`config.mk`:
```
export PLATFORM = sky130hd
export DESIGN_NAME = regfile_sb
export DESIGN_NICKNAME = d
export VERILOG_FILES = /design/src/rtl/regfile_pkg.sv /design/src/rtl/regfile_scoreboard.sv /design/src/rtl/regfile_sb.sv
export SDC_FILE = /design/constraint.sdc
export NUM_CORES = 1
export LEC_CHECK = 0
export CORE_MARGIN = 10
export CORE_UTILIZATION = 56
export DETAILED_ROUTE_END_ITERATION = 12
export PLACE_DENSITY = 0.77
export RECOVER_POWER = 50
export SYNTH_ARGS = -nofsm -noshare
export SYNTH_HDL_FRONTEND = slang
export SYNTH_SLANG_ARGS = --single-unit
```
`constraint.sdc`:
```
create_clock -name clock -period 4.3 [get_ports clock]
set_clock_uncertainty 0.2 [all_clocks]
set_input_delay 1.29 -clock clock [delete_from_list [all_inputs] [get_ports clock]]
set_output_delay 1.29 -clock clock [all_outputs]
set_load 0.02 [all_outputs]
```
`src/rtl/regfile_pkg.sv`:
```
// regfile_pkg: shared constants and types for the register file and its scoreboard.
// Contents: default widths, the hard-wired zero-register index, address/data word types.
// Optional feature macro used by regfile_sb: REGFILE_BYPASS_EN.
package regfile_pkg;

  localparam int unsigned DATA_W_DEF = 16;
  localparam int unsigned ADDR_W_DEF = 5;

  // Register 0 always reads zero and can never be reserved.
  localparam int unsigned ZERO_REG = 0;

  typedef logic [ADDR_W_DEF-1:0] reg_addr_t;
  typedef logic [DATA_W_DEF-1:0] reg_data_t;

endpackage

```
`src/rtl/regfile_scoreboard.sv`:
```
// regfile_scoreboard: per-register busy bits tracking outstanding producers.
// Ports:
//   clk_i, rst_ni          clock, asynchronous active-low reset
//   write_en_i/write_reg_i writeback write; clears the busy bit of the written register
//   reserve_i/reserve_reg_i decode reservation request
//   flush_i                synchronous clear of every busy bit (beats reserve)
//   busy_o                 busy vector (bit 0 is always 0)
//   reserve_ok_o           combinational accept of the current reservation
//   pending_count_o        registered count of busy registers
module regfile_scoreboard
  import regfile_pkg::*;
#(
  parameter int unsigned ADDR_W = ADDR_W_DEF,
  localparam int unsigned DEPTH = 2 ** ADDR_W
) (
  input  logic              clk_i,
  input  logic              rst_ni,
  input  logic              write_en_i,
  input  logic [ADDR_W-1:0] write_reg_i,
  input  logic              reserve_i,
  input  logic [ADDR_W-1:0] reserve_reg_i,
  input  logic              flush_i,
  output logic [DEPTH-1:0]  busy_o,
  output logic              reserve_ok_o,
  output logic [ADDR_W:0]   pending_count_o
);

  localparam logic [ADDR_W-1:0] ZERO_ADDR = ADDR_W'(ZERO_REG);

  logic [DEPTH-1:0] busy_q, busy_d;
  logic [ADDR_W:0]  count_q, count_d;
  logic             wr_hit, rsv_nz, rsv_ok_c, rsv_set, inc, dec;

  // Next busy vector and pending count.
  always_comb begin
    wr_hit   = write_en_i && (write_reg_i != ZERO_ADDR);
    rsv_nz   = reserve_reg_i != ZERO_ADDR;
    // Gated by reset so the output reads 0 while held in reset.
    rsv_ok_c = rst_ni && reserve_i &&
               (!rsv_nz || !busy_q[reserve_reg_i] ||
                (write_en_i && (write_reg_i == reserve_reg_i)));
    rsv_set  = rsv_ok_c && rsv_nz && !flush_i;
    inc      = rsv_set && !busy_q[reserve_reg_i];
    // A write to a busy register that is re-reserved in the same cycle keeps it busy.
    dec      = wr_hit && busy_q[write_reg_i] &&
               !(rsv_set && (reserve_reg_i == write_reg_i));

    busy_d = busy_q;
    if (wr_hit) busy_d[write_reg_i] = 1'b0;
    if (rsv_set) busy_d[reserve_reg_i] = 1'b1;
    if (flush_i) busy_d = '0;

    count_d = count_q;
    if (flush_i) begin
      count_d = '0;
    end else if (inc && !dec) begin
      count_d = count_q + (ADDR_W + 1)'(1);
    end else if (dec && !inc) begin
      count_d = count_q - (ADDR_W + 1)'(1);
    end
  end

  // State registers.
  always_ff @(posedge clk_i or negedge rst_ni) begin
    if (!rst_ni) begin
      busy_q  <= '0;
      count_q <= '0;
    end else begin
      busy_q  <= busy_d;
      count_q <= count_d;
    end
  end

  assign busy_o          = busy_q;
  assign reserve_ok_o    = rsv_ok_c;
  assign pending_count_o = count_q;

endmodule

```
`src/rtl/regfile_sb.sv`:
```
// regfile_sb: register file (2 read ports, 1 write port, fixed monitor port) with a
// busy scoreboard for stalling decode on outstanding producers. Register 0 reads 0.
// Ports:
//   clock, reset_n            clock, asynchronous active-low reset
//   Read1/Read2 -> Data1/Data2, Busy1/Busy2   combinational reads
//   Data3                     contents of MON_REG
//   WriteReg/WriteData/RegWrite  writeback port (also clears busy)
//   Reserve/ReserveReg -> ReserveOk   decode reservation
//   Flush                     clear all busy bits
//   PendingCount              number of busy registers
// Build option: REGFILE_BYPASS_EN forwards a same-cycle write to the read ports.
module regfile_sb
  import regfile_pkg::*;
#(
  parameter int unsigned DATA_W  = DATA_W_DEF,
  parameter int unsigned ADDR_W  = ADDR_W_DEF,
  parameter int unsigned MON_REG = 1
) (
  input  logic              clock,
  input  logic              reset_n,
  input  logic [ADDR_W-1:0] Read1,
  input  logic [ADDR_W-1:0] Read2,
  output logic [DATA_W-1:0] Data1,
  output logic [DATA_W-1:0] Data2,
  output logic              Busy1,
  output logic              Busy2,
  output logic [DATA_W-1:0] Data3,
  input  logic [ADDR_W-1:0] WriteReg,
  input  logic [DATA_W-1:0] WriteData,
  input  logic              RegWrite,
  input  logic              Reserve,
  input  logic [ADDR_W-1:0] ReserveReg,
  output logic              ReserveOk,
  input  logic              Flush,
  output logic [ADDR_W:0]   PendingCount
);

  localparam int unsigned       DEPTH     = 2 ** ADDR_W;
  localparam logic [ADDR_W-1:0] ZERO_ADDR = ADDR_W'(ZERO_REG);
  localparam logic [ADDR_W-1:0] MON_ADDR  = ADDR_W'(MON_REG);

  logic [DATA_W-1:0] regs_q [DEPTH];
  logic [DEPTH-1:0]  busy;
  logic              wr_hit;

  assign wr_hit = RegWrite && (WriteReg != ZERO_ADDR);

  regfile_scoreboard #(
    .ADDR_W (ADDR_W)
  ) u_scoreboard (
    .clk_i           (clock),
    .rst_ni          (reset_n),
    .write_en_i      (RegWrite),
    .write_reg_i     (WriteReg),
    .reserve_i       (Reserve),
    .reserve_reg_i   (ReserveReg),
    .flush_i         (Flush),
    .busy_o          (busy),
    .reserve_ok_o    (ReserveOk),
    .pending_count_o (PendingCount)
  );

  // Storage; register 0 is never written.
  always_ff @(posedge clock or negedge reset_n) begin
    if (!reset_n) begin
      for (int i = 0; i < int'(DEPTH); i++) regs_q[i] <= '0;
    end else if (wr_hit) begin
      regs_q[WriteReg] <= WriteData;
    end
  end

  // Read muxing.
  always_comb begin
    Data1 = (Read1 == ZERO_ADDR) ? '0 : regs_q[Read1];
    Data2 = (Read2 == ZERO_ADDR) ? '0 : regs_q[Read2];
    Data3 = (MON_ADDR == ZERO_ADDR) ? '0 : regs_q[MON_ADDR];
    Busy1 = busy[Read1];
    Busy2 = busy[Read2];
`ifdef REGFILE_BYPASS_EN
    // Forward the in-flight write; gated so reads stay 0 while in reset.
    if (reset_n && wr_hit) begin
      if (Read1 == WriteReg) begin
        Data1 = WriteData;
        Busy1 = 1'b0;
      end
      if (Read2 == WriteReg) begin
        Data2 = WriteData;
        Busy2 = 1'b0;
      end
      if (MON_ADDR == WriteReg) Data3 = WriteData;
    end
`endif
  end

endmodule
```
== Yosys cells after proc, flatten, opt, wreduce, memory -nomap -nowiden ==
Cells that the tools add are included.

* Reduce and logical (&&, ||, !) cells: 28
* Bitwise logic cells: 6
* Multiplexer cells: 29
* Div/mod/pow operators: 0
* $mul: 0
* Add/subtract/negate cells: 2
* Eq/ne operators: 2
* Order comparisons: 10
* Shift operators: 0

{| class="wikitable"
|+ Operators by type and width
! cell !! count
|-
| 512-bit bitwise mux || 1
|-
| 16-bit binary-select mux with 5-bit select || 2
|-
| 16-bit two-way mux || 7
|-
| 32-bit two-way mux || 3
|-
| 16-bit demux with 5-bit select || 1
|-
| 32-bit bitwise AND || 1
|-
| 32-bit inverter || 1
|-
| 32-bit bitwise OR || 1
|-
| 5-bit by 6-bit < comparator with 1-bit output (second input constant) || 4
|-
| 1-bit binary-select mux with 5-bit select || 4
|-
| 6-bit >= comparator (second input constant) || 3
|-
| 6-bit two-way mux || 3
|-
| 5-bit inverter with 6-bit output || 3
|-
| 1-bit logical AND || 15
|-
| 1-bit demux with 5-bit select || 2
|-
| 5-bit equality test || 2
|-
| 5-bit by 1-bit >= comparator with 1-bit output (second input constant) || 2
|-
| 5-bit logical NOT || 2
|-
| 5-bit nonzero test || 2
|-
| 6-bit by 1-bit adder with 6-bit output (second input constant) || 1
|-
| 1-bit logical NOT || 6
|-
| 6-bit by 1-bit < comparator with 1-bit output (second input constant) || 1
|-
| 1-bit two-way mux || 6
|-
| 6-bit by 1-bit subtractor with 6-bit output (second input constant) || 1
|-
| 2 further kinds || 3
|}

* Bits in latches: 0
* Output and inout port bits: 57
* Memories: 0
* Register bits after elaboration: 550
* Input bits: 41
* Bits in writable memories: 0
* ROM bits: 0

== Depth between registers and ports, before layout ==
* Word-level depth: 15
* Depth in mapped cells: 17

== Hierarchy ==
A second synthesis with hierarchy kept.

* Cell total of the unflattened synthesis: 2,159
* Area total of the unflattened synthesis: 30,660.7 um2

{| class="wikitable"
|+ By module, submodules not included
! module !! cells an instance !! area each (um2) !! times used
|-
| regfile_sb || 1,891 || 28,030.6 || 1
|-
| regfile_scoreboard || 268 || 2,630.0 || 1
|}

== Least setup slack after synthesis ==
Ideal clock, no wire load.

* Path type: input port to output port
* Start point: input port Read1[0]
* End point: output port Busy1
* Data arrival time: 3,121 ps
* Slack: -311 ps
* Cell stages on the path: 5
* Path buffers: 2
* Cells stage by stage: clkbuf_1 buf_2 mux4_2 mux4_2 mux2_2

* Word-level cells in the longest chain between the ends: 2

{| class="wikitable"
|+ RTL lines
! item !! line !! RTL
|-
| start, declared || regfile_sb.sv:21 || <nowiki>input logic [ADDR_W-1:0] Read1,</nowiki>
|-
| 1-bit binary-select mux with 5-bit select || regfile_sb.sv:77 || <nowiki>Busy1 = busy[Read1];</nowiki>
|-
| 1-bit two-way mux (not written as such) || regfile_sb.sv:77 ||
|-
| end, declared || regfile_sb.sv:25 || <nowiki>output logic Busy1,</nowiki>
|}

No other way between the ends. The select of a mux whose other input is x is not followed.

== Final worst setup path ==
* Start point: input port Read2[0]
* End point: output port Data2[0]

* Word-level cells in the longest chain between the ends: 5
* Elaborated cells between the ends (all ways): 6
* Classes of those cells: 4 x mux; 1 x bitwise; 1 x reduce/logical

{| class="wikitable"
|+ RTL lines
! item !! line !! RTL
|-
| start, declared || regfile_sb.sv:22 || <nowiki>input logic [ADDR_W-1:0] Read2,</nowiki>
|-
| 5-bit inverter with 6-bit output (not written as such) || regfile_sb.sv:75 || <nowiki>Data2 = (Read2 == ZERO_ADDR) ? '0 : regs_q[Read2];</nowiki>
|-
| 16-bit binary-select mux with 5-bit select || regfile_sb.sv:75 ||
|-
| 16-bit two-way mux (not written as such) (2 in a row) || regfile_sb.sv:75 ||
|-
| 16-bit two-way mux (*) || regfile_sb.sv:75 ||
|-
| end, declared || regfile_sb.sv:24 || <nowiki>output logic [DATA_W-1:0] Data2,</nowiki>
|}

Mark *: on every way between the ends. The rest lies on a longest branch, timed or not. The select of a mux whose other input is x is not followed.

==> summary.txt <==
Synth
  • Cells after Synth: 1,952
  • FFs w/ async S/R, synth: 100%
  • Simple-Gate Fraction of Synth Area: 3.00%
  • Largest family of logic cells by synthesized area: multiplexers
  • Netlist cell types: 55
  • Top_reg_cell synth: dfrtp_1
  • Register area share after synthesis: 45.2%
  • Synth warn: 0
  • Xor and xnor area share after synthesis: 0.230%
  • #FFs+latches synth: 550
  • Synth Area in Adders: 0.230%
  • Mapped Avg Cell Area: 15.6 um^2
  • Largest cells by area after synthesis: dfrtp_1 45%, mux4_2 25%, mux2_2 18%, mux2i_1 1.8%, clkbuf_1 1.5%
  • Mux share of post-synthesis cell area: 46.0%
  • Area leader, netlist: dfrtp_1
  • Net count after synthesis: 1,998
  • Post-synth EDFFs: 0
  • Cell Area, Synth: 30,400 um^2
  • Top cell type's share of synthesized area: 45.2%
  • Compound-gate portion of the synthesized area: 1.70%

Placement
  • Final HPWL DP: 59,300 um
  • Buffers on Ports: 97
  • Placer Congestion: 0.888
  • Cells after DPL: 2,735

STA
  • Final Setup Violations: 34
  • Setup ws final: -0.401 ns
  • Final Critical Period: 4.70 ns
  • Achievable frequency: 213 MHz
  • Relative slew slack: -25.2%
  • Crit share post-route: 109%
  • RSZ-0062 raised after global routing: true
  • Worst Hold Slack: 0.196 ns
  • Max-slew violations: 349
  • Slew of the pin with the lowest slew margin: 1.88 ns
  • Final hold vios: 0

Clock network
  • TritonCTS buffer count: 57
  • Clk slew on worst S/H paths: 0.06 ns
  • Hold Buf Count CTS: 0
  • H-tree Lvls: 2
  • Worst skew pair latency: 0.64 ns
  • TritonCTS clock tree: yes
  • Root Driver: clkbuf_16
  • TritonCTS sink count: 550
  • Clk buf depth: 3

Cells and area
  • Area delta synth->final: 21.7%
  • Area of the multi-input gates: 15,900 um^2
  • Non-Filler Instances: 2,905
  • Layout Nets: 2,205
  • Fraction of layout cells with a size suffix above 1: 60.4%
  • Fillers: 3,429
  • Commonest cells after routing, fill and taps aside: 550 x dfrtp_1, 496 x mux2_2, 343 x mux4_2, 149 x buf_4, 71 x buf_12
  • Storage cell area: 13,800 um^2
  • Commonest non-fill, non-tap cell in the layout: dfrtp_1

Die
  • Die height: 253 um
  • Core Rows: 85
  • Num ports: 98
  • Die width: 253 um
  • Die area: 64,100 um^2
  • Initial Utilization: 56.6%
  • Core Box Area: 53,800 um^2

Setup path
  • Crit-path max cell delay: 0.49 ns
  • R2R Path End: u_scoreboard.pending_count_o[5]$_DFFE_PN0P_
  • Crit path DAT: 3.21 ns
  • Worst Setup EP: Data2[0]
  • Worst-path cell chain: buf_16 > buf_16 > buf_12 > buf_6 > mux4_2 > mux4_2 > mux2i_2 > nor2_1 > buf_4
  • CP Class: input port to primary output
  • Worst Path Buf+Inv: 5
  • Worst-path maximum fanout: 7
  • Worst R2R Setup Slack: 0.81 ns
  • RR Startpoint: u_scoreboard.busy_o[3]$_DFF_PN0_
  • R2R cell count: 14
  • Max stage delay cell, worst path: mux4_2
  • CP required: 2.81 ns
  • Startpoint Class: input port
  • Worst Setup SP: Read2[0]
  • CP top delay family: multiplexers
  • Crit. End Element: primary output
  • Cell count along the critical path: 9

Run
  • Max Cap Viol: 4

Power and ir drop
  • Worst ir drop on vdd: 390 uV
  • Power Dens Cells: 433 nW/um^2
  • Leak: 16.0 nW

Global route
  • Overflow after GRT: 0
  • GRT Util Overall: 30.1%
  • Vias in the first global route: 21,600
  • Initial antenna violation count: 1
  • First-pass GRT wire length: 142,000 um
  • Pin count of the biggest net entering global routing: 179

Routing
  • Iter 0 DRT Violations: 2,307
  • WL/cell: 32.7 um
  • Post-DRT Antenna Nets: 0
  • DRC viols: 0
  • Routed via count: 20,500
  • Post-Route WL: 94,900 um
  • Post-DR vias/cell: 7.07
  • 1st-pass router iterations: 6

Run status
  • Status: complete, but fails checks
  • Failing checks: capacitance limit, slew limit, setup timing

Min path
  • Hold_sp: regs_q[506]$_DFFE_PN0P_
  • Hold path depth: 0
  • Hold WC Path Type: flip-flop to flip-flop
## metrics by stage
| step | util (%) | power [mW] | TNS, ns | worst slack, ns | area (um^2) |
|---|---|---|---|---|---|
| floorplan | - | 9.26 | -0.00313 | -0.00156 | 30800 |
| global placement | 62.6 | 10.4 | -31.84 | -1.05 | 33700 |
| detailed placement | 62.6 | 10.6 | -32.38 | -1.04 | 33700 |
| CTS | 68.7 | 15.9 | -10.73 | -0.402 | 37000 |
| global route | 68.8 | 16.6 | -12.40 | -0.425 | 37000 |
| finish | 68.8 | 16.0 | -10.14 | -0.401 | 37000 |
## layer usage
layer | share of wire [%] | track usage (%)
met3 | 9.7 | 6.26
met4 | 6.0 | 15.8
met5 | 0 | 0
met2 | 47 | 47.4
met1 | 37 | 38.9
## flip-flops by register name (all words and copies together) (netlist names)
signal                        cells
Data3                            16
u_scoreboard.pending_count_o      6
u_scoreboard.busy_o              32
regs_q                          496
## how the worst min path moves through the flow
| stage | end |
|---|---|
| after floorplan | regs_q[496]$_DFFE_PN0P_ |
| after global placement | regs_q[501]$_DFFE_PN0P_ |
| after detailed placement | regs_q[509]$_DFFE_PN0P_ |
| after CTS | regs_q[509]$_DFFE_PN0P_ |
| after global routing | regs_q[499]$_DFFE_PN0P_ |
| final | regs_q[506]$_DFFE_PN0P_ |
## area by class of cell
cell class	instances	share of cell area, %
antenna	1	0.00676
clock buffer	78	4.50
clock inverter	30	0.878
inverter	20	0.203
multi-input combinational	1160	42.8
sequential	550	37.2
tap	696	2.35
timing repair buffer	370	12.1
## what timing repair did
| item | in CTS | in global routing |
|---|---|---|
| hold endpoints to repair | 0 | 0 |
| resized for setup | 289 | 51 |
| buffers inserted | 25 | 20 |
| pin swaps | 12 | 18 |
| endpoints found under the setup margin | 36 | 37 |
| gates cloned | 25 | 2 |
## cell usage after synthesis, types with 2 or more instances
master	instances
buf_6	5
dfrtp_1	550
nand2b_1	9
nand2_1	30
inv_1	20
or3_1	3
nor3b_1	2
or4_1	3
a22oi_1	2
buf_1	13
nand4_1	3
mux2_2	498
nand3b_1	22
nor2_2	8
a21o_1	3
o22ai_1	6
nand3_1	9
nor2b_1	7
o21ai_0	21
clkbuf_1	122
xnor2_1	4
ha_1	4
or3b_1	2
a32oi_1	3
o32ai_1	14
nor3_1	5
buf_4	23
or2_2	6
mux4_2	343
mux2_1	2
mux2i_1	56
xor2_1	4
mux2_4	5
nand3_2	2
buf_2	58
nor2_1	60
a21oi_1	7
## power breakdown
part | switching, mW | internal [mW]
clock | 2.20 | 3.03
combinational | 1.54 | 2.39
sequential | 0.765 | 6.10
## logic make-up (layout without fill, tap and decap cells)
kind of cell / count (synthesis) / in the layout
buffers and inverters: 242 / 498
xor gates and xnor gates: 8 / 8
AOI/OAI and AO/OA: 67 / 67
other: 0 / 1
adders and majority gates: 5 / 5
and+or+nand+nor: 176 / 176
muxes: 904 / 904
DFF: 550 / 550
Power figures use the tool's default switching activity.
